===== src/rtl/wm_pkg.sv =====
// Controller state codes shared between the washing-machine controller FSM and its phase timer.
// No logic lives here; consumers cast the codes to their own state width.
package wm_pkg;

  localparam int STATE_W = 3;

  typedef logic [STATE_W-1:0] state_code_t;

  localparam state_code_t STATE_IDLE       = 3'd0;
  localparam state_code_t STATE_FILL_WATER = 3'd2;
  localparam state_code_t STATE_HEAT_WATER = 3'd3;
  localparam state_code_t STATE_WASH       = 3'd4;
  localparam state_code_t STATE_RINSE      = 3'd5;
  localparam state_code_t STATE_SPIN       = 3'd6;

endpackage


===== src/rtl/wm_phase_counter.sv =====
// Saturating up-counter: clears on load_zero, advances on enable until it equals target, then holds.
// Count is registered; at_target is a combinational compare of the registered count.
module wm_phase_counter #(
  parameter int CNT_W = 8
) (
  input  logic             clock,
  input  logic             reset,
  input  logic             load_zero,
  input  logic             enable,
  input  logic [CNT_W-1:0] target,
  output logic [CNT_W-1:0] count,
  output logic             at_target
);

  logic [CNT_W-1:0] count_q, count_d;

  always_comb begin
    count_d = count_q;
    if (load_zero) begin
      count_d = '0;
    end else if (enable && (count_q < target)) begin
      count_d = count_q + CNT_W'(1);
    end
  end

  always_ff @(posedge clock) begin
    if (reset) begin
      count_q <= '0;
    end else begin
      count_q <= count_d;
    end
  end

  assign count     = count_q;
  assign at_target = (count_q == target);

endmodule


===== src/rtl/wm_phase_timer.sv =====
// Times each controller phase with one reloadable counter; completion flags and done_pulse appear
// TARGET edges after phase entry, pause freezes the count, and re-entering a phase restarts it.
module wm_phase_timer
  import wm_pkg::*;
#(
  parameter int STATE_W    = wm_pkg::STATE_W,
  parameter int CNT_W      = 8,
  parameter int FILL_TIME  = 2,
  parameter int HEAT_TIME  = 3,
  parameter int WASH_TIME  = 5,
  parameter int RINSE_TIME = 3,
  parameter int SPIN_TIME  = 3
) (
  input  logic               clock,
  input  logic               reset,
  input  logic [STATE_W-1:0] state,
  input  logic               pause,
  output logic               sig_Full,
  output logic               sig_Temperature,
  output logic               sig_Completed,
  output logic               done_pulse,
  output logic [CNT_W-1:0]   remaining,
  output logic               active
);

  localparam int MAX_T = (1 << CNT_W) - 1;

  if (FILL_TIME > MAX_T || HEAT_TIME > MAX_T || WASH_TIME > MAX_T ||
      RINSE_TIME > MAX_T || SPIN_TIME > MAX_T) begin : g_time_chk
    $error("wm_phase_timer: a phase time does not fit in CNT_W=%0d bits", CNT_W);
  end

  localparam logic [STATE_W-1:0] S_IDLE  = STATE_W'(STATE_IDLE);
  localparam logic [STATE_W-1:0] S_FILL  = STATE_W'(STATE_FILL_WATER);
  localparam logic [STATE_W-1:0] S_HEAT  = STATE_W'(STATE_HEAT_WATER);
  localparam logic [STATE_W-1:0] S_WASH  = STATE_W'(STATE_WASH);
  localparam logic [STATE_W-1:0] S_RINSE = STATE_W'(STATE_RINSE);
  localparam logic [STATE_W-1:0] S_SPIN  = STATE_W'(STATE_SPIN);

  function automatic logic [CNT_W-1:0] phase_target(input logic [STATE_W-1:0] s);
    case (s)
      S_FILL:  phase_target = CNT_W'(FILL_TIME);
      S_HEAT:  phase_target = CNT_W'(HEAT_TIME);
      S_WASH:  phase_target = CNT_W'(WASH_TIME);
      S_RINSE: phase_target = CNT_W'(RINSE_TIME);
      S_SPIN:  phase_target = CNT_W'(SPIN_TIME);
      default: phase_target = '0;
    endcase
  endfunction

  function automatic logic is_timed(input logic [STATE_W-1:0] s);
    is_timed = (s == S_FILL) || (s == S_HEAT) || (s == S_WASH) ||
               (s == S_RINSE) || (s == S_SPIN);
  endfunction

  logic [STATE_W-1:0] prev_state_q;
  logic               done_q, done_d;
  logic               done_pulse_q, done_pulse_d;
  logic               active_q, active_d;
  logic [CNT_W-1:0]   tgt_cur, count;
  logic               entry, cnt_en, at_target, rises;

  assign entry   = (state != prev_state_q);
  assign tgt_cur = phase_target(prev_state_q);
  assign cnt_en  = !entry && is_timed(prev_state_q) && !pause;
  assign rises   = cnt_en && !at_target && ((count + CNT_W'(1)) == tgt_cur);

  wm_phase_counter #(.CNT_W(CNT_W)) u_cnt (
    .clock     (clock),
    .reset     (reset),
    .load_zero (entry),
    .enable    (cnt_en),
    .target    (tgt_cur),
    .count     (count),
    .at_target (at_target)
  );

  always_comb begin
    done_d       = done_q;
    done_pulse_d = 1'b0;
    if (entry) begin
      // A zero-length timed phase completes on its own entry edge.
      done_d       = is_timed(state) && (phase_target(state) == '0);
      done_pulse_d = done_d && !done_pulse_q;
    end else if (rises) begin
      done_d       = 1'b1;
      done_pulse_d = 1'b1;
    end
    active_d = is_timed(state) && !pause && !done_d;
  end

  // prev_state always follows state: on entry it takes the new code, otherwise they are equal.
  always_ff @(posedge clock) begin
    if (reset) begin
      prev_state_q <= S_IDLE;
      done_q       <= 1'b0;
      done_pulse_q <= 1'b0;
      active_q     <= 1'b0;
    end else begin
      prev_state_q <= state;
      done_q       <= done_d;
      done_pulse_q <= done_pulse_d;
      active_q     <= active_d;
    end
  end

  assign sig_Full        = done_q && (prev_state_q == S_FILL);
  assign sig_Temperature = done_q && (prev_state_q == S_HEAT);
  assign sig_Completed   = done_q && ((prev_state_q == S_WASH) ||
                                      (prev_state_q == S_RINSE) ||
                                      (prev_state_q == S_SPIN));
  assign done_pulse      = done_pulse_q;
  assign remaining       = tgt_cur - count;
  assign active          = active_q;

endmodule


===== config.mk =====
export PLATFORM = sky130hd
export DESIGN_NAME = wm_phase_timer
export DESIGN_NICKNAME = d
export VERILOG_FILES = /design/src/rtl/wm_pkg.sv /design/src/rtl/wm_phase_counter.sv /design/src/rtl/wm_phase_timer.sv
export SDC_FILE = /design/constraint.sdc
export NUM_CORES = 1
export LEC_CHECK = 0
export CORE_UTILIZATION = 40
export DETAILED_ROUTE_END_ITERATION = 6
export PLACE_DENSITY = 0.72
export SYNTH_ARGS = -nofsm -noshare
export SYNTH_HDL_FRONTEND = slang
export SYNTH_SLANG_ARGS = --single-unit
export TNS_END_PERCENT = 30

===== constraint.sdc =====
create_clock -name clock -period 2.8 [get_ports clock]
set_clock_uncertainty 0.05 [all_clocks]
set_input_delay 0.56 -clock clock [delete_from_list [all_inputs] [get_ports clock]]
set_output_delay 0.56 -clock clock [all_outputs]
set_load 0.03 [all_outputs]

=== Word level (Yosys, flattened, before mapping) ===
Index checks and enable logic that the tools add are counted.

* Add/subtract/negate cells: 2
* $lt $le $gt $ge: 1
* Equality and inequality tests: 13
* Muxes and demuxes: 7
* Reduce and logical (&&, ||, !) cells: 31

{| class="wikitable"
|+ Operators by type and width
! cell !! count
|-
| $eq A3 B3 Y1 const B || 6
|-
| $pmux W3 S3 || 2
|-
| $eq A3 B2 Y1 const B || 4
|-
| $logic_and A1 B1 Y1 || 12
|-
| $logic_or A1 B1 Y1 || 10
|-
| $add A8 B1 Y8 const B || 1
|-
| $eq A8 B3 Y1 || 1
|-
| $eq A8 B8 Y1 || 1
|-
| $logic_not A8 Y1 || 1
|-
| $lt A8 B3 Y1 || 1
|-
| $mux W8 || 1
|-
| $sub A8 B8 Y8 || 1
|-
| $reduce_or A3 Y1 || 2
|-
| $logic_not A1 Y1 || 5
|-
| $mux W1 || 4
|-
| $ne A3 B3 Y1 || 1
|-
| $reduce_or A2 Y1 || 1
|}

* Bits in registers: 14
* Bits of input ports: 6
* Output and inout bits: 13

=== Logic depth before layout (Yosys ltp) ===
Gate-level depths: netlist of the first run.

* Word-level depth: 13
* Depth in mapped cells: 10
* Depth with buffers taken out: 9

=== Hierarchy ===
Synthesis of the first run repeated with hierarchy kept, for this count alone.

* Cells, all modules: 158
* Area total of the unflattened synthesis: 1,227.4 µm²

{| class="wikitable"
|+ By module, submodules not included
! module !! times used !! cells each !! area each (µm²) !! seq. area each (µm²)
|-
| wm_phase_counter || 1 || 76 || 616.8 || 160.2
|-
| wm_phase_timer || 1 || 82 || 610.6 || 120.1
|}

=== Least setup slack after synthesis of the first run ===
OpenSTA, ideal clock, no wires.

* Path type: register -> output
* Start: register prev_state_q[2]
* End: output port remaining[7]
* Arrival: 2.187 ns
* Setup slack: 0.003 ns
* Stages on the path, launching flop included: 9
* Cell sequence: dfxtp_1 > clkbuf_1 > nand2_1 > xnor2_1 > ha_1 > a21o_1 > a21oi_1 > nor2_1 > xnor2_1

* Cells in the longest elaborated chain, start to end: 4
* Elaborated cells on any way between the ends: 8
* Those cells by class: add/sub: 1; eq/ne: 5; mux: 1; reduce/logical: 1

{| class="wikitable"
|+ RTL lines
! item !! line !! RTL
|-
| from (decl) || wm_phase_timer.sv:56 || <nowiki>logic [STATE_W-1:0] prev_state_q;</nowiki>
|-
| from (signal assigned) || wm_phase_timer.sv:100 || <nowiki>prev_state_q <= state;</nowiki>
|-
| $eq A3 B2 Y1 or $eq A3 B3 Y1 (tied branches) || wm_phase_timer.sv:41 || <nowiki>case (s)</nowiki>
|-
| $reduce_or A3 Y1 (no source line) || n/a ||
|-
| $pmux W3 S3 (*) || wm_phase_timer.sv:41 ||
|-
| $sub A8 B8 Y8 (*) || wm_phase_timer.sv:113 || <nowiki>assign remaining = tgt_cur - count;</nowiki>
|-
| to (decl) || wm_phase_timer.sv:22 || <nowiki>output logic [CNT_W-1:0] remaining,</nowiki>
|}

Every way passes the cells marked *; elsewhere a longest branch is shown, timed or not.

=== Worst setup path in the final report of the first run ===
* Start: register prev_state_q[1]
* End: output port remaining[6]

The elaborated chain is that of the path after synthesis.

==> results of run 1 <==
==> final cells by class <==
class	count	area, um2	area share
repair buffers	22	194	0.149
inverters	13	48.8	0.0376
flip-flops and latches	14	292	0.225
clock buffers	4	36.3	0.0280
multi-input cells	85	692	0.533
well taps	28	35.0	0.0270
==> per-stage QoR <==
stage / cell area [um2] / power, mW
floorplan: 983 / 0.272
global placement: 1180 / 0.308
detailed placement: 1180 / 0.310
CTS: 1210 / 0.459
global route: 1300 / 0.488
finish: 1300 / 0.459
==> worst min path at each step <==
stage | depth (start not counted) | from | to | slack [ns]
finish | 2 | done_q$_SDFF_PP0_ | done_q$_SDFF_PP0_ | 0.46
global route | 2 | done_q$_SDFF_PP0_ | done_q$_SDFF_PP0_ | 0.50
CTS | 2 | done_q$_SDFF_PP0_ | done_q$_SDFF_PP0_ | 0.46
detailed placement | 2 | done_q$_SDFF_PP0_ | done_q$_SDFF_PP0_ | 0.45
global placement | 2 | done_q$_SDFF_PP0_ | done_q$_SDFF_PP0_ | 0.43
floorplan | 2 | done_q$_SDFF_PP0_ | done_q$_SDFF_PP0_ | 0.40
==> Yosys cell counts, types with 4 or more instances <==
| master | number | area [um2] |
|---|---|---|
| inv_1 | 13 | 48.8 |
| xor2_1 | 5 | 43.8 |
| nand2_1 | 6 | 22.5 |
| and2_1 | 4 | 25.0 |
| dfxtp_1 | 14 | 280 |
| xnor2_1 | 12 | 105 |
| nor2b_1 | 4 | 25.0 |
| nor2_1 | 6 | 22.5 |
| and3_1 | 5 | 31.3 |
| a21oi_1 | 5 | 25.0 |
| ha_1 | 7 | 87.6 |
==> power groups by stage <==
stage / combinational [mW] / sequential, mW / clock (mW)
floorplan: 0.0617 / 0.210 / 0
global placement: 0.0977 / 0.210 / 0
detailed placement: 0.0994 / 0.210 / 0
CTS: 0.0987 / 0.206 / 0.155
global route: 0.117 / 0.206 / 0.165
finish: 0.107 / 0.205 / 0.146
==> cells by family after synthesis <==
logic type | after synthesis | synth area share
and+or+nand+nor | 42 | 0.256
buffers and inverters | 18 | 0.0776
AOI/OAI and AO/OA | 17 | 0.111
xor gates and xnor gates | 17 | 0.151
DFF | 14 | 0.285
adders and majority gates | 8 | 0.109
muxes | 1 | 0.0102
==> sequential cells by signal, summed over array words and instances (netlist names) <==
| register | cells |
|---|---|
| active | 1 |
| done_pulse | 1 |
| prev_state_q | 3 |
| done_q | 1 |
| u_cnt.count | 8 |
==> worst reg2reg max path: stages (launching register included) <==
cell and delay (ns):
dfxtp_4 0.38, nand2_1 0.09, xnor2_2 0.14, buf_4 0.14, ha_1 0.28, nor2b_1 0.13
o21ai_0 0.20, nand4_2 0.20, or3_1 0.36, a21oi_1 0.14
==> timing repair <==
action / 4_1_cts / 5_1_grt
buffers inserted: 0 / 1
gates cloned: 0 / 0
setup endpoints to repair: 6 / 6
resized for setup: 2 / 18
pin swaps: 0 / 5
==> routing by layer <==
metal | up-vias | wire length (um)
li1 | 439 | -
met5 | - | 0
met3 | 2 | 79
met4 | 0 | 12
met2 | 30 | 1120
met1 | 417 | 884
==> flow_summary.json, run 1 <==
{
  "internal_power_uw": 328,
  "placeableCoreArea_um2": 2250,
  "worst_hold_slack_ns": 0.462,
  "numPlacedInstances": 161,
  "timing.final.max_slew_violations": 0,
  "clock_sink_count": 14,
  "synth-edff-count": 0,
  "globalRouteOverflowTotal": 0,
  "timing.critical_path.buf_inv": 2,
  "worst_path_largest_cell_delay_ns": 0.39,
  "final_common_cell": "inv_1",
  "tightestPinTransition_ns": 0.566,
  "relSlewSlack": 0.619,
  "timing.max_cap.violations": 0,
  "sw_frac_of_total": 0.285,
  "power_frac_comb": 0.233,
  "worst-path-stages": 9,
  "avgViaCountPerCell": 5.35,
  "timing.critical_path.from": "prev_state_q[1]$_SDFF_PP0_",
  "worstSetupStartpointType": "register",
  "clk_root_buffer_cell": "clkbuf_4",
  "drt.antenna.violating_nets": 0,
  "drt-pass1-iter-count": 5,
  "grt.met2_usage": 0.314,
  "setup_tns_ns": 0,
  "final_cell_mix": "inv_1, xnor2_1, dfxtp_1, clkdlybuf4s50_1, buf_4",
  "worst_slack_ns": 0.0633,
  "share_clk_of_total_power": 0.319,
  "routedWlPerCell_um": 12.6,
  "clock_tree_from_tritoncts": "done",
  "cts_buffer_depth": 2,
  "drc": 0,
  "synthToLayoutAreaGrowth_pct": 31.9,
  "globalRouteTotalUtil": 0.179,
  "maxClockFrequency_ghz": 0.365,
  "instances_no_fill": 166,
  "power.net_switching_uw": 131,
  "cts-htree-levels": 1,
  "final_min_period_over_clock_period": 0.977,
  "worst_r2r_startpoint": "prev_state_q[0]$_SDFF_PP0_",
  "totalWireLength_mm": 2.09,
  "r2r_setup_slack_ns": 0.61,
  "cp-end-kind": "output port",
  "dieArea_um2": 2660,
  "detailroute.via_count": 888,
  "dominantRegCellSynth": "dfxtp_1",
  "place_hpwl_mm": 1.60,
  "die-width_um": 51.6,
  "clock_latency_ns": 0.28,
  "post-route-util": 0.575,
  "boundaryPins": 19,
  "status": "complete, no violations",
  "critPathArrivalTime_ns": 2.13,
  "cts_hold_buf": 0,
  "leakage_dissipation_nw": 0.526,
  "dr.first_iter.drc_count": 10,
  "synth.yosys.seq_area_share": 0.285,
  "gp_congestion": 0.877,
  "setup.worst_path.class": "reg2out",
  "synthesis.instances": 117,
  "synth.ff_latch_count": 14,
  "floorplan.rows": 17,
  "setup_violations": 0,
  "chipHeight_um": 51.6,
  "timing.final.crit_period_ns": 2.74,
  "grt_start_max_net_pins": 11,
  "crit_path_end": "remaining[6]",
  "syn-num-nets": 131,
  "path_clk_slew_ns": 0.09,
  "crit-reg2reg-capture": "u_cnt.count[2]$_SDFFE_PP0P_",
  "postSynthAreaPerCell_um2": 8.41,
  "tritoncts.num_buffers": 3,
  "power_density_nw_per_um2": 353,
  "share_of_final_layout_standard_cells_stronger_than_drive_strength_1": 0.217,
  "min_path_type": "reg2reg",
  "timing.critical_path.required_ns": 2.19,
  "netlist_area_um2": 983,
  "seqPwrFrac": 0.448,
  "met1_usage": 0.201,
  "finalNetCount": 153,
  "filler_cell_count": 217,
  "yosys_warnings": 0,
  "buffer_ports.inserted": 18,
  "rsz0062_at_grt": "yes",
  "antenna_cells": 0,
  "final-hold-violation-count": 0,
  "global_route_wire_length_before_repair_mm": 3.53,
  "path_cells": "nand2_4, xor2_2, ha_2, fa_2, inv_2, a21oi_4, nor4_4, xnor2_1, buf_4",
  "via_count_of_the_first_global_routing_pass": 830,
  "place_worst_setup_slack_ns": 0.0705,
  "gr-usage-met3": 0.0380,
  "initial_core_util": 0.436,
  "ys_types": 35,
  "asyncSetResetFlopFracSynth": 0,
  "worst-path-max-fanout": 3,
  "max-vdd-ir-drop_uv": 228,
  "antenna_found_initial": 0,
  "top_usage_layer": "met2",
  "crit_path_top_delay_cell": "dfxtp_4",
  "path_delay_family": "adder cells",
  "worst_r2r_path_depth": 9
}
(Power assumes the default switching activity.)
==> inputs of run 2 (changes only) <==
--- a/config.mk
+++ b/config.mk
@@ -7,7 +7,9 @@
 export LEC_CHECK = 0
 export CORE_UTILIZATION = 40
 export DETAILED_ROUTE_END_ITERATION = 6
-export PLACE_DENSITY = 0.72
+export DONT_BUFFER_PORTS = 1
+export MAX_ROUTING_LAYER = met4
+export PLACE_DENSITY = 0.62
 export SYNTH_ARGS = -nofsm -noshare
 export SYNTH_HDL_FRONTEND = slang
 export SYNTH_SLANG_ARGS = --single-unit
==> flow_summary.json, run 2 (same netlist as run 1, synthesis figures left out) <==
{
  "status": "complete, no violations",
  "final-hold-violation-count": 0,
  "antenna_found_initial": 0,
  "layout.cell_area.non_filler_um2": 1130,
  "globalRouteTotalUtil": 0.179,
  "post-route-util": 0.503,
  "gp_congestion": 0.836,
  "cp-end-kind": "output port",
  "power.net_switching_uw": 125,
  "floorplan.rows": 17,
  "internal_power_uw": 314,
  "worst_r2r_startpoint": "u_cnt.count[1]$_SDFFE_PP0P_",
  "grt_start_max_net_pins": 11,
  "share_clk_of_total_power": 0.339,
  "relSlewSlack": 0.548,
  "die-width_um": 51.6,
  "maxClockFrequency_ghz": 0.374,
  "via_count_of_the_first_global_routing_pass": 811,
  "critPathArrivalTime_ns": 2.07,
  "cts_buffer_depth": 2,
  "grt.met2_usage": 0.303,
  "clock_tree_from_tritoncts": "done",
  "dieArea_um2": 2660,
  "instances_no_fill": 155,
  "path_clk_slew_ns": 0.10,
  "worst_hold_slack_ns": 0.270,
  "largest_reg_flops": 8,
  "final_common_cell": "inv_1",
  "timing.critical_path.required_ns": 2.19,
  "clock_sink_count": 14,
  "worst-path-max-fanout": 3,
  "detailroute.via_count": 823,
  "synthToLayoutAreaGrowth_pct": 15.4,
  "tightestPinTransition_ns": 0.673,
  "start_point_of_the_worst_min_delay_path": "reset",
  "place_worst_setup_slack_ns": 0.162,
  "dr.first_iter.drc_count": 7,
  "worst_slack_ns": 0.123,
  "numPlacedInstances": 150,
  "worstSetupStartpointType": "register",
  "drt-pass1-iter-count": 4,
  "totalWireLength_mm": 1.95,
  "final_cell_mix": "inv_1, xnor2_1, dfxtp_1, buf_4",
  "sw_frac_of_total": 0.285,
  "drc": 0,
  "timing.final.max_slew_violations": 0,
  "setup.worst_path.class": "reg2out",
  "worst_r2r_path_depth": 6,
  "met1_usage": 0.195,
  "clk_root_buffer_cell": "clkbuf_4",
  "globalRouteOverflowTotal": 0,
  "share_of_final_layout_standard_cells_stronger_than_drive_strength_1": 0.213,
  "final_min_period_over_clock_period": 0.956,
  "power_uw": 439,
  "timing.critical_path.from": "prev_state_q[1]$_SDFF_PP0_",
  "finalNetCount": 142,
  "filler_cell_count": 237,
  "max-vdd-ir-drop_uv": 197,
  "drt.antenna.violating_nets": 0,
  "chipHeight_um": 51.6,
  "setup_tns_ns": 0,
  "timing.max_cap.violations": 0,
  "routedWlPerCell_um": 12.6,
  "timing.final.crit_period_ns": 2.68,
  "cts-htree-levels": 1,
  "setup_violations": 0,
  "avgViaCountPerCell": 5.31,
  "buffer_ports.inserted": 0,
  "place_hpwl_mm": 1.56,
  "min_path_type": "in2reg",
  "boundaryPins": 19,
  "gr-usage-met3": 0.0439,
  "power_frac_comb": 0.191,
  "top_usage_layer": "met2",
  "global_route_wire_length_before_repair_mm": 3.42,
  "seqPwrFrac": 0.470,
  "placed_cell_area_um2": 1070,
  "placeableCoreArea_um2": 2250,
  "whs_path_depth": 1,
  "initial_core_util": 0.436,
  "tritoncts.num_buffers": 3,
  "power_density_nw_per_um2": 387,
  "clock_latency_ns": 0.29,
  "antenna_cells": 0,
  "leakage_dissipation_nw": 0.457,
  "rsz0062_at_grt": "yes"
}
## run 2: changes by cell type in the layout (fill, tap and decap cells not counted), sizes merged
cell,change
buf,+1
dlygate4sd2,-1
clkdlybuf4s50,-11
## run 2: layout make-up
class	instances	area [um2]	share of cell area
Inverter	13	48.8	0.0430
Clock buffer	4	36.3	0.0320
Multi-Input combinational cell	85	646	0.569
Sequential cell	14	287	0.252
Tap cell	28	35.0	0.0309
Timing Repair Buffer	11	82.6	0.0728
## run 2: power groups by stage
stage | registers [mW] | logic (mW) | clock network [mW]
floorplan | 0.210 | 0.0617 | 0
global placement | 0.212 | 0.0795 | 0
detailed placement | 0.212 | 0.0806 | 0
CTS | 0.206 | 0.0843 | 0.155
global route | 0.207 | 0.0913 | 0.163
finish | 0.206 | 0.0838 | 0.149
## run 2: critical path, cell delays in order, from the launching register on
cell and delay (ns):
dfxtp_2 0.36, nand2_1 0.08, xor2_1 0.16, ha_2 0.19
fa_2 0.35, inv_1 0.08, a21oi_2 0.06, nor4_2 0.17
xnor2_1 0.15, buf_4 0.18
## run 2: path summary, 6_finish.rpt
path,to,slack (ns)
max,remaining[6],0.12
min,prev_state_q[1]$_SDFF_PP0_,0.27
max reg2reg,active$_SDFF_PP0_,0.58
min reg2reg,done_q$_SDFF_PP0_,0.45
## run 2: routing by layer
layer	share of wire	vias up
met3	0.033	4
li1	-	420
met2	0.51	16
met4	0.017	0
met1	0.43	383
met5	0	-
## run 2: repair_timing
| item | CTS | global route |
|---|---|---|
| pin swaps | 2 | 2 |
| buffers inserted | 1 | 0 |
| hold buffers | 0 | 0 |
| endpoints found under the setup margin | 5 | 3 |
| gates resized for setup | 7 | 2 |
==> inputs of run 3 (changes only) <==
--- a/config.mk
+++ b/config.mk
@@ -5,6 +5,7 @@
 export SDC_FILE = /design/constraint.sdc
 export NUM_CORES = 1
 export LEC_CHECK = 0
+export ABC_CLOCK_PERIOD_IN_PS = 2800
 export CORE_UTILIZATION = 40
 export DETAILED_ROUTE_END_ITERATION = 6
 export DONT_BUFFER_PORTS = 1
==> results of run 3 <==
Same layout as run 2: the final DEF is identical, and so are final timing and power.
